**src/rtl/keypad_pkg.sv**
```systemverilog
// keypad_pkg: shared FSM/scan-result types, vending key codes and bit-count helpers for the keypad scanner
package keypad_pkg;
  typedef enum logic [1:0] {IDLE, CONFIRM, PRESSED} state_t;
  typedef enum logic [1:0] {NONE, SINGLE, MULTI} scan_t;
  localparam logic [3:0] KEY_OK = 4'hF;
  localparam logic [3:0] KEY_CONFIRM = 4'hE;
  localparam logic [3:0] KEY_TAKEN = 4'hD;
  localparam logic [3:0] KEY_COIN_0 = 4'h8;
  localparam logic [3:0] KEY_COIN_1 = 4'h9;
  localparam logic [3:0] KEY_COIN_2 = 4'hA;
  localparam logic [3:0] KEY_PROD_1 = 4'h1;
  localparam logic [3:0] KEY_PROD_2 = 4'h2;
  localparam logic [3:0] KEY_PROD_3 = 4'h3;
  localparam logic [3:0] KEY_PROD_4 = 4'h4;
  localparam logic [3:0] KEY_PROD_5 = 4'h5;
  function automatic logic [2:0] ones4(input logic [3:0] v);
    return 3'(v[0]) + 3'(v[1]) + 3'(v[2]) + 3'(v[3]);
  endfunction
  function automatic logic [1:0] low_idx(input logic [3:0] v);
    return v[0] ? 2'd0 : v[1] ? 2'd1 : v[2] ? 2'd2 : 2'd3;
  endfunction
endpackage

```
**src/rtl/sync2_bus.sv**
```systemverilog
// sync2_bus: 4-bit 2-flop synchronizer, resets to 4'hF (clk, reset active-low async, d in, q out)
module sync2_bus (
  input  logic       clk,
  input  logic       reset,
  input  logic [3:0] d,
  output logic [3:0] q
);
  logic [3:0] m;
  always_ff @(posedge clk or negedge reset)
    if (!reset) {q, m} <= 8'hFF;
    else {q, m} <= {m, d};
endmodule

```
**src/rtl/keypad_event_scanner.sv**
```systemverilog
// keypad_event_scanner: 4x4 keypad scan + debounce into single-shot events (in: clk, reset active-low async, row[3:0]; out: col[3:0], key_valid, key_code[3:0], key_held)
module keypad_event_scanner
  import keypad_pkg::*;
#(
  parameter int SCAN_DIV = 1000,
  parameter int DEBOUNCE_SCANS = 4
) (
  input  logic       clk,
  input  logic       reset,
  input  logic [3:0] row,
  output logic [3:0] col,
  output logic       key_valid,
  output logic [3:0] key_code,
  output logic       key_held
);
  localparam int DW = $clog2(SCAN_DIV);
  localparam logic [3:0] DB = 4'(DEBOUNCE_SCANS);
  logic [3:0] row_s, hit, acc_code, code, cand, cnt, rel, next_cnt;
  logic [DW-1:0] div;
  logic [1:0] c, acc_n, n_tot;
  logic [2:0] sum;
  logic last, done, accept, rel_done;
  scan_t res;
  state_t state;
  sync2_bus u_sync (.clk(clk), .reset(reset), .d(row), .q(row_s));
  always_comb begin
    hit = ~row_s;
    last = div == DW'(SCAN_DIV - 1);
    done = last && c == 2'd3;
    sum = {1'b0, acc_n} + ones4(hit);
    n_tot = sum > 3'd1 ? 2'd2 : sum[1:0];
    code = acc_n == 2'd1 ? acc_code : {low_idx(hit), c};
    res = n_tot == 2'd0 ? NONE : n_tot == 2'd1 ? SINGLE : MULTI;
    next_cnt = state == CONFIRM && code == cand ? cnt + 4'd1 : 4'd1;
    accept = done && res == SINGLE && state != PRESSED && next_cnt == DB;
    rel_done = done && state == PRESSED && res == NONE && rel + 4'd1 == DB;
  end
  always_ff @(posedge clk or negedge reset)
    if (!reset) begin
      div <= '0;
      c <= '0;
      col <= 4'b1110;
      acc_n <= '0;
      acc_code <= '0;
    end else begin
      div <= last ? '0 : div + DW'(1);
      if (last) begin
        c <= c + 2'd1;
        col <= {col[2:0], col[3]};
        acc_n <= done ? 2'd0 : n_tot;
        acc_code <= code;
      end
    end
  always_ff @(posedge clk or negedge reset)
    if (!reset) begin
      state <= IDLE;
      cand <= '0;
      cnt <= '0;
      rel <= '0;
      key_valid <= 1'b0;
      key_code <= '0;
      key_held <= 1'b0;
    end else begin
      key_valid <= accept;
      if (accept) begin
        key_code <= code;
        key_held <= 1'b1;
        state <= PRESSED;
        cnt <= '0;
        rel <= '0;
      end else if (rel_done) begin
        key_held <= 1'b0;
        state <= IDLE;
        rel <= '0;
      end else if (done && state != PRESSED) begin
        state <= res == SINGLE ? CONFIRM : IDLE;
        cand <= res == SINGLE ? code : cand;
        cnt <= res == SINGLE ? next_cnt : 4'd0;
      end else if (done) begin
        rel <= res == NONE ? rel + 4'd1 : 4'd0;
      end
    end
endmodule

```
**config.mk**
```make
export PLATFORM = sky130hd
export DESIGN_NAME = keypad_event_scanner
export DESIGN_NICKNAME = d
export VERILOG_FILES = /design/src/rtl/keypad_pkg.sv /design/src/rtl/sync2_bus.sv /design/src/rtl/keypad_event_scanner.sv
export SDC_FILE = /design/constraint.sdc
export NUM_CORES = 1
export LEC_CHECK = 0
export ABC_AREA = 1
export BUFFER_PORTS_ARGS = -buffer_cell sky130_fd_sc_hd__buf_2
export CAP_MARGIN = 20
export CORE_MARGIN = 8
export CORE_UTILIZATION = 37
export CTS_CLUSTER_DIAMETER = 150
export CTS_CLUSTER_SIZE = 14
export DETAILED_ROUTE_END_ITERATION = 8
export GPL_TIMING_DRIVEN = 0
export SLEW_MARGIN = 20
export SYNTH_ARGS = -nofsm -noshare
export SYNTH_HDL_FRONTEND = slang
export SYNTH_SLANG_ARGS = --single-unit
```
**constraint.sdc**
```tcl
create_clock -name clk -period 3.3 [get_ports clk]
set_input_delay 0 -clock clk [delete_from_list [all_inputs] [get_ports clk]]
set_output_delay 0 -clock clk [all_outputs]
set_load 0.005 [all_outputs]
```
==> results of run 1 <==
==> worst register-to-register path, cell delays in order, from the launching register on <==
cell and delay (ps):
dfstp_2 550, inv_1 60, fa_1 520, inv_1 50, fa_2 330, fa_1 540
nand2_2 90, nor2_4 200, nand3_4 110, nor2_4 130, nand3_4 130, nand3_4 150
buf_4 130, nand3_1 60, nand2_1 70
==> per-layer routing <==
| metal | wire length, um | up-vias |
|---|---|---|
| met1 | 2350 | 893 |
| met3 | 152 | 7 |
| met4 | 77 | 0 |
| met5 | 0 | - |
| li1 | - | 972 |
| met2 | 2230 | 27 |
==> cells in the mapped netlist, drive strengths merged (2+ instances only) <==
library cell / count / area [um^2]
clkbuf: 3 / 11.3
ha: 5 / 62.6
fa: 3 / 60.1
nor3: 3 / 15.0
a21oi: 3 / 15.0
nand4: 2 / 12.5
dfstp: 11 / 289
o21ai: 21 / 109
xor2: 5 / 43.8
nand3: 27 / 170
nor2: 33 / 163
nand2: 86 / 330
dfrtp: 39 / 976
nand3b: 3 / 35.0
inv: 35 / 131
==> registers in the layout, summed over array words and instances (netlist names), 2 cells and up <==
name      count
div          10
acc_code      4
cand          4
cnt           4
col           4
key_code      4
rel           4
u_sync.m      4
u_sync.q      4
acc_n         2
c             2
state         2
==> layout by cell type (no fill, tap or decap), drive strengths merged, types with 2 or more instances in the layout <==
master        n
clkbuf       10
dfstp        11
fa            3
nor3          3
nand4         2
dlygate4sd3   5
inv          35
dfrtp        39
buf          26
nand3b        3
nand3        27
nand2        86
ha            5
nor2         33
xor2          5
a21oi         3
o21ai        21
==> where the power goes <==
| part | switching [mW] | internal [mW] |
|---|---|---|
| Clock | 0.210 | 0.243 |
| Combinational | 0.0456 | 0.0345 |
| Sequential | 0.00245 | 0.621 |
==> cell families after synthesis <==
kind of cell               Yosys count  share of synthesized area [%]
AOI/OAI and AO/OA                   26                           5.56
xor gates and xnor gates             6                           2.12
adders and majority gates            8                           4.95
buffers and inverters               39                           6.22
DFF                                 50                           51.1
and+or+nand+nor                    157                           30.1
==> layout make-up <==
class                   count  share of cell area [%]
inverters                  35                    4.45
clock inverters             1                   0.296
multi-input cells         197                    37.4
flip-flops and latches     50                    42.8
clock buffers               7                    4.02
repair buffers             30                    6.86
well taps                  80                    3.39
plain buffers               4                   0.762
==> worst paths after layout <==
check / start / end / slack, ps
hold reg to reg: u_sync.m[0] / u_sync.q[0] / 360
hold / removal: reset / rel[2] / 240
setup / recovery: u_sync.q[0] / rel[0] / 140
setup reg to reg: u_sync.q[0] / rel[0] / 140
max in group asynchronous: reset / rel[0] / 2620
min in group clk: row[0] / u_sync.m[0] / 340
==> through the flow <==
step	hold slack [ps]	power, mW
after detailed placement	77.8	0.684
after CTS	291	1.15
after global placement	105	0.683
after floorplan	-296	0.660
after global routing	320	1.21
final	243	1.16
==> repair_timing <==
action                     in CTS  in global routing
hold buffers                    5                  0
pin swaps                       0                  4
gates resized for setup         2                  8
setup buffers                   0                 10
setup endpoints to repair      17                 15
cloned                          0                  0
hold endpoints to repair       43                  0
==> results.txt, run 1 <==
register area = 1260 um^2
Mapped Cells = 286
Power per Cell Area = 392 nW/um^2
LEAKAGE = 1.49 nW
fillers = 648
Area Growth Syn to Fin = 19.3%
Rows = 30
# Max-Cap Violations = 0
register area share after synthesis = 51.1%
ys async rst share = 100%
core area = 6640 um^2
Setup crit start kind = register
busiest layer in global routing = met2
grt met2 use = 16.8%
final worst clock skew = 4.84 ps
syn nets = 300
# DRC = 0
CP Data Required Time = 3540 ps
Routed Antenna Nets = 0
Crit. End Element = register
min Tclk post-route = 3160 ps
delay-heaviest family, CP = adder cells
worst vdd ir = 0.243 mV
Vias = 1899
Slew Limit Headroom = 57.9%
placed cell areas = 2650 um^2
class of the most critical setup path = register to register
GRT Util Overall = 10.6%
RePlAce Congestion = 0.737
clk slew on worst S/H paths = 90 ps
nets = 337
Finished Layout Cells = 404
layout cells sized above 1 = 21.0%
Reg2Reg Depth = 14
CTS tree = built
Max Buffers Root-to-Sink = 2
worst-path maximum fanout = 5
fin util = 44.5%
WP depth = 14
first-pass GRT wire length = 8510 um
fmax = 316 MHz
dpl cells = 381
First DRT Iteration DRCs = 38
Multi-input gate area = 1100 um^2
run status = completed
crit path cell chain = inv_1 -> fa_1 -> inv_1 -> fa_2 -> fa_1 -> nand2_2 -> nor2_4 -> nand3_4 -> nor2_4 -> nand3_4 -> nand3_4 -> buf_4 -> nand3_1 -> nand2_1
IO Port Bufs = 15
number of enable flip-flop cells after synthesis = 0
Data arrival, critical path = 3410 ps
PnR worst setup slack = 135 ps
Wirelength per Cell = 11.9 um
# setup viols final = 0
CP Buf/Inv Count = 3
Critical-path top delay cell = dfstp_2
cell repeated most along the worst path = nand3_4
initial antenna violation count = 0
starting density of the core = 37.3%
DP Worst Slack = -214 ps
Tcrit/Tclk final = 95.9%
HP Class = input pin to asynchronous set/reset pin
die area = 9570 um^2
max incr delay on CP = 550 ps
met1 global-route usage = 13.9%
Die Width = 97.8 um
Synth warnings = 0
Worst-Margin Slew = 631 ps
I/O Pins = 16
Clk Latency, worst-skew pair = 300 ps
Yosys reg bits = 50
largest net degree at the start of global routing = 51
GR met3 Demand/Resource = 2.63%
DP Wirelength = 3300 um
Hold Vio Cnt, Final = 0
total wire length = 4810 um
Via-to-Cell Ratio = 4.70
drt pass-1 iters = 4
sum of negative setup slack = 0 ps
# diodes = 0
Distinct cells, synth = 31
Top FF cell, synth = dfrtp_1
H-tree depth = 2
vias in the first global route = 1860
Die Ht = 97.8 um
Synth Cell Area = 2480 um^2
GRT overflow = 0
max-slew violation count = 0
post-synthesis area per instance = 8.66 um^2
TritonCTS Buffers = 5
Root Driver = clkbuf_8
post-route cell area = 2950 um^2
CTS Sinks = 50
Note: power is estimated with default switching activity, not from simulation.
==> run 2, diff against run 1 <==
--- a/config.mk
+++ b/config.mk
@@ -17,4 +17,5 @@
 export SLEW_MARGIN = 20
 export SYNTH_ARGS = -nofsm -noshare
 export SYNTH_HDL_FRONTEND = slang
+export SYNTH_HIERARCHICAL = 1
 export SYNTH_SLANG_ARGS = --single-unit
==> run 2 against run 1 <==
Synthesized area increased by 1.5%. Utilization fell by 0.72 points. Critical endpoint is now rel[1]. Global-route usage down 0.29 points. Count of clock-buffer cells in the layout is 2 lower. Combinational power down 22%. Cell count decreased by 3.0%. Total power shrank 9.6%. Clock power decreased by 21%. First-iteration DRC count up 45%. Maximum frequency grew 1.9%. Sequential power hardly changed. Critical path type unchanged. Flip-flop and latch count unchanged.
==> results.txt, run 2 <==
Vias = 1805 (was 1899)
Slew Limit Headroom = 58.9% (was 57.9%)
Setup crit start kind = register (unchanged)
Max Buffers Root-to-Sink = 2 (unchanged)
GRT overflow = 0 (unchanged)
worst vdd ir = 0.216 mV (was 0.243 mV)
DP Wirelength = 3190 um (was 3300 um)
GRT Util Overall = 10.4% (was 10.6%)
Die Width = 98.4 um (was 97.8 um)
Rows = 30 (unchanged)
FF-to-FF End = rel[1] (was rel[0])
Reg2Reg Depth = 14 (unchanged)
combinational power share = 6.0% (was 6.9%)
Area contributors post-synth = dfrtp_1 (39%), dfstp_2 (11%), nand2_1 (10%) (was dfrtp_1 (39%), nand2_1 (13%), dfstp_2 (12%))
worst r2r src = u_sync/q[0] (was u_sync.q[0])
nets = 325 (was 337)
Clk Latency, worst-skew pair = 300 ps (about the same)
initial antenna violation count = 0 (unchanged)
Power per Cell Area = 358 nW/um^2 (was 392 nW/um^2)
IO Port Bufs = 15 (unchanged)
max-slew violation count = 0 (unchanged)
Synth warnings = 6 (was 0)
# DRC = 0 (unchanged)
share of the synthesized area in the top cell type = 38.8% (was 39.4%)
I/O Pins = 16 (unchanged)
Top FF cell, synth = dfrtp_1 (unchanged)
CTS Sinks = 50 (unchanged)
post-synthesis area per instance = 9.01 um^2 (was 8.66 um^2)
dpl cells = 374 (was 381)
Internal = 793 uW (was 899 uW)
layout cells sized above 1 = 25.3% (was 21.0%)
Crit. End Element = register (unchanged)
Finished Layout Cells = 392 (was 404)
Mapped Cells = 279 (was 286)
Synth Cell Area = 2510 um^2 (was 2480 um^2)
RePlAce Congestion = 0.767 (was 0.737)
PnR Total Power = 1.05 mW (was 1.16 mW)
commonest non-fill, non-tap cells in the layout = nand2_1 (67), dfrtp_1 (39), inv_1 (38) (was nand2_1 (82), dfrtp_1 (39), inv_1 (32))
most frequent cell after synthesis = nand2_1 (unchanged)
post-route cell area = 2920 um^2 (was 2950 um^2)
Sw Share = 24.2% (was 22.3%)
Distinct cells, synth = 31 (unchanged)
min Tclk post-route = 3110 ps (was 3160 ps)
HP Class = input pin to asynchronous set/reset pin (unchanged)
DP Worst Slack = -88.9 ps (was -214 ps)
Hold Slack = 245 ps (was 243 ps)
starting density of the core = 37.6% (was 37.3%)
syn nets = 293 (was 300)
max reg flops = 10 (unchanged)
R2R setup slack = 190 ps (was 140 ps)
# setup viols final = 0 (unchanged)
Clock Power Share = 34.4% (was 39.2%)
Worst-Margin Slew = 617 ps (was 631 ps)
Hold Vio Cnt, Final = 0 (unchanged)
Data arrival, critical path = 3300 ps (was 3410 ps)
Synth area leader = dfrtp_1 (unchanged)
Root Driver = clkbuf_8 (unchanged)
Area Growth Syn to Fin = 16.3% (was 19.3%)
worst-path maximum fanout = 5 (unchanged)
H-tree depth = 2 (unchanged)
number of enable flip-flop cells after synthesis = 0 (unchanged)
Wirelength per Cell = 11.3 um (was 11.9 um)
class of the most critical setup path = register to register (unchanged)
die area = 9690 um^2 (was 9570 um^2)
LEAKAGE = 1.48 nW (was 1.49 nW)
most common cell after layout, fill and taps aside = nand2_1 (unchanged)
# Max-Cap Violations = 0 (unchanged)
clk slew on worst S/H paths = 100 ps (was 90 ps)
drt pass-1 iters = 4 (unchanged)
Tcrit/Tclk final = 94.1% (was 95.9%)
Routed Antenna Nets = 0 (unchanged)
CP Data Required Time = 3490 ps (was 3540 ps)
first-pass GRT wire length = 8270 um (was 8510 um)
fmax = 322 MHz (was 316 MHz)
largest net degree at the start of global routing = 51 (unchanged)
total wire length = 4440 um (was 4810 um)
PnR worst setup slack = 194 ps (was 135 ps)
First DRT Iteration DRCs = 55 (was 38)
Via-to-Cell Ratio = 4.60 (was 4.70)
run status = completed (unchanged)
Seq pwr share = 59.6% (was 53.9%)
ys async rst share = 100% (unchanged)
fin util = 43.7% (was 44.5%)
vias in the first global route = 1787 (was 1860)
P_sw = 253 uW (was 258 uW)
sum of negative setup slack = 0 ps (unchanged)
Yosys reg bits = 50 (unchanged)
# diodes = 0 (unchanged)
most frequent cells after synthesis = nand2_1 (69), dfrtp_1 (39), inv_1 (39) (was nand2_1 (83), dfrtp_1 (39), inv_1 (32))
Top reg by flops = div (unchanged)
Die Ht = 98.4 um (was 97.8 um)
placed cell areas = 2690 um^2 (was 2650 um^2)
final worst clock skew = 6.89 ps (was 4.84 ps)
register area share after synthesis = 50.3% (was 51.1%)
core area = 6680 um^2 (was 6640 um^2)
CTS tree = built (unchanged)
TritonCTS Buffers = 5 (unchanged)
run 2: repair_timing:
| action | 4_1_cts | 5_1_grt |
|---|---|---|
| endpoints found under the setup margin | 14 | 17 |
| hold buffers | 5 | 0 |
| hold endpoints to repair | 43 | 0 |
| buffers inserted | 1 | 3 |
| gates resized for setup | 2 | 10 |
| gates cloned | 0 | 1 |
| pin swaps | 1 | 6 |
run 2: final cells by class:
type / instances / area (um^2)
Fill cell: 653 / 3760
Sequential cell: 50 / 1260
Multi-Input combinational cell: 182 / 1120
Inverter: 44 / 165
Timing Repair Buffer: 24 / 158
Tap cell: 80 / 100
Clock buffer: 5 / 68.8
Buffer: 4 / 22.5
Clock inverter: 3 / 20.0
run 2: routing by layer:
metal	vias to the layer above	track usage [%]	part of all wire, %
met5	-	0	0
met3	4	3.31	4.5
met1	840	13.6	49
li1	941	-	-
met4	0	2.83	1.1
met2	20	16.0	46
run 2: worst max-delay path by stage:
stage                        to  cells past startpoint        start  slack [ps]
floorplan           key_code[3]                     13  u_sync/q[0]         220
global placement         rel[0]                     14  u_sync/q[0]         -40
detailed placement       rel[2]                     14  u_sync/q[0]         -90
CTS                      rel[1]                     14  u_sync/q[0]           4
global route             rel[0]                     14  u_sync/q[0]         -20
finish                   rel[1]                     14  u_sync/q[0]         190
run 2: cells by family after synthesis:
family          after synthesis  share of synthesized area [%]
flops                        50                           50.3
simple gates                137                           27.8
buf+inv                      48                           7.47
xor+xnor                      7                           2.44
fa+ha+maj                     8                           4.88
compound gates               29                           7.07
run 2: power by group through the flow:
stage          Combinational (mW)  Clock (mW)  Sequential (mW)
2_1_floorplan              0.0258           0            0.635
3_3_place_gp               0.0464           0            0.636
3_5_place_dp               0.0475           0            0.636
4_1_cts                    0.0533       0.378            0.625
5_1_grt                    0.0737       0.403            0.624
6_report                   0.0628       0.360            0.623
run 2: worst max-delay path, cell delays in order, from the launching register on:
cell     delay [ps]
dfstp_2         540
inv_1            50
fa_1            530
inv_1            50
fa_2            330
fa_1            500
nand2_2          80
inv_2            70
nand2_2          80
nor4_4          320
nand3_4         160
nand3_4         120
nand2_4          70
nand2_1          60
nand2_1          50
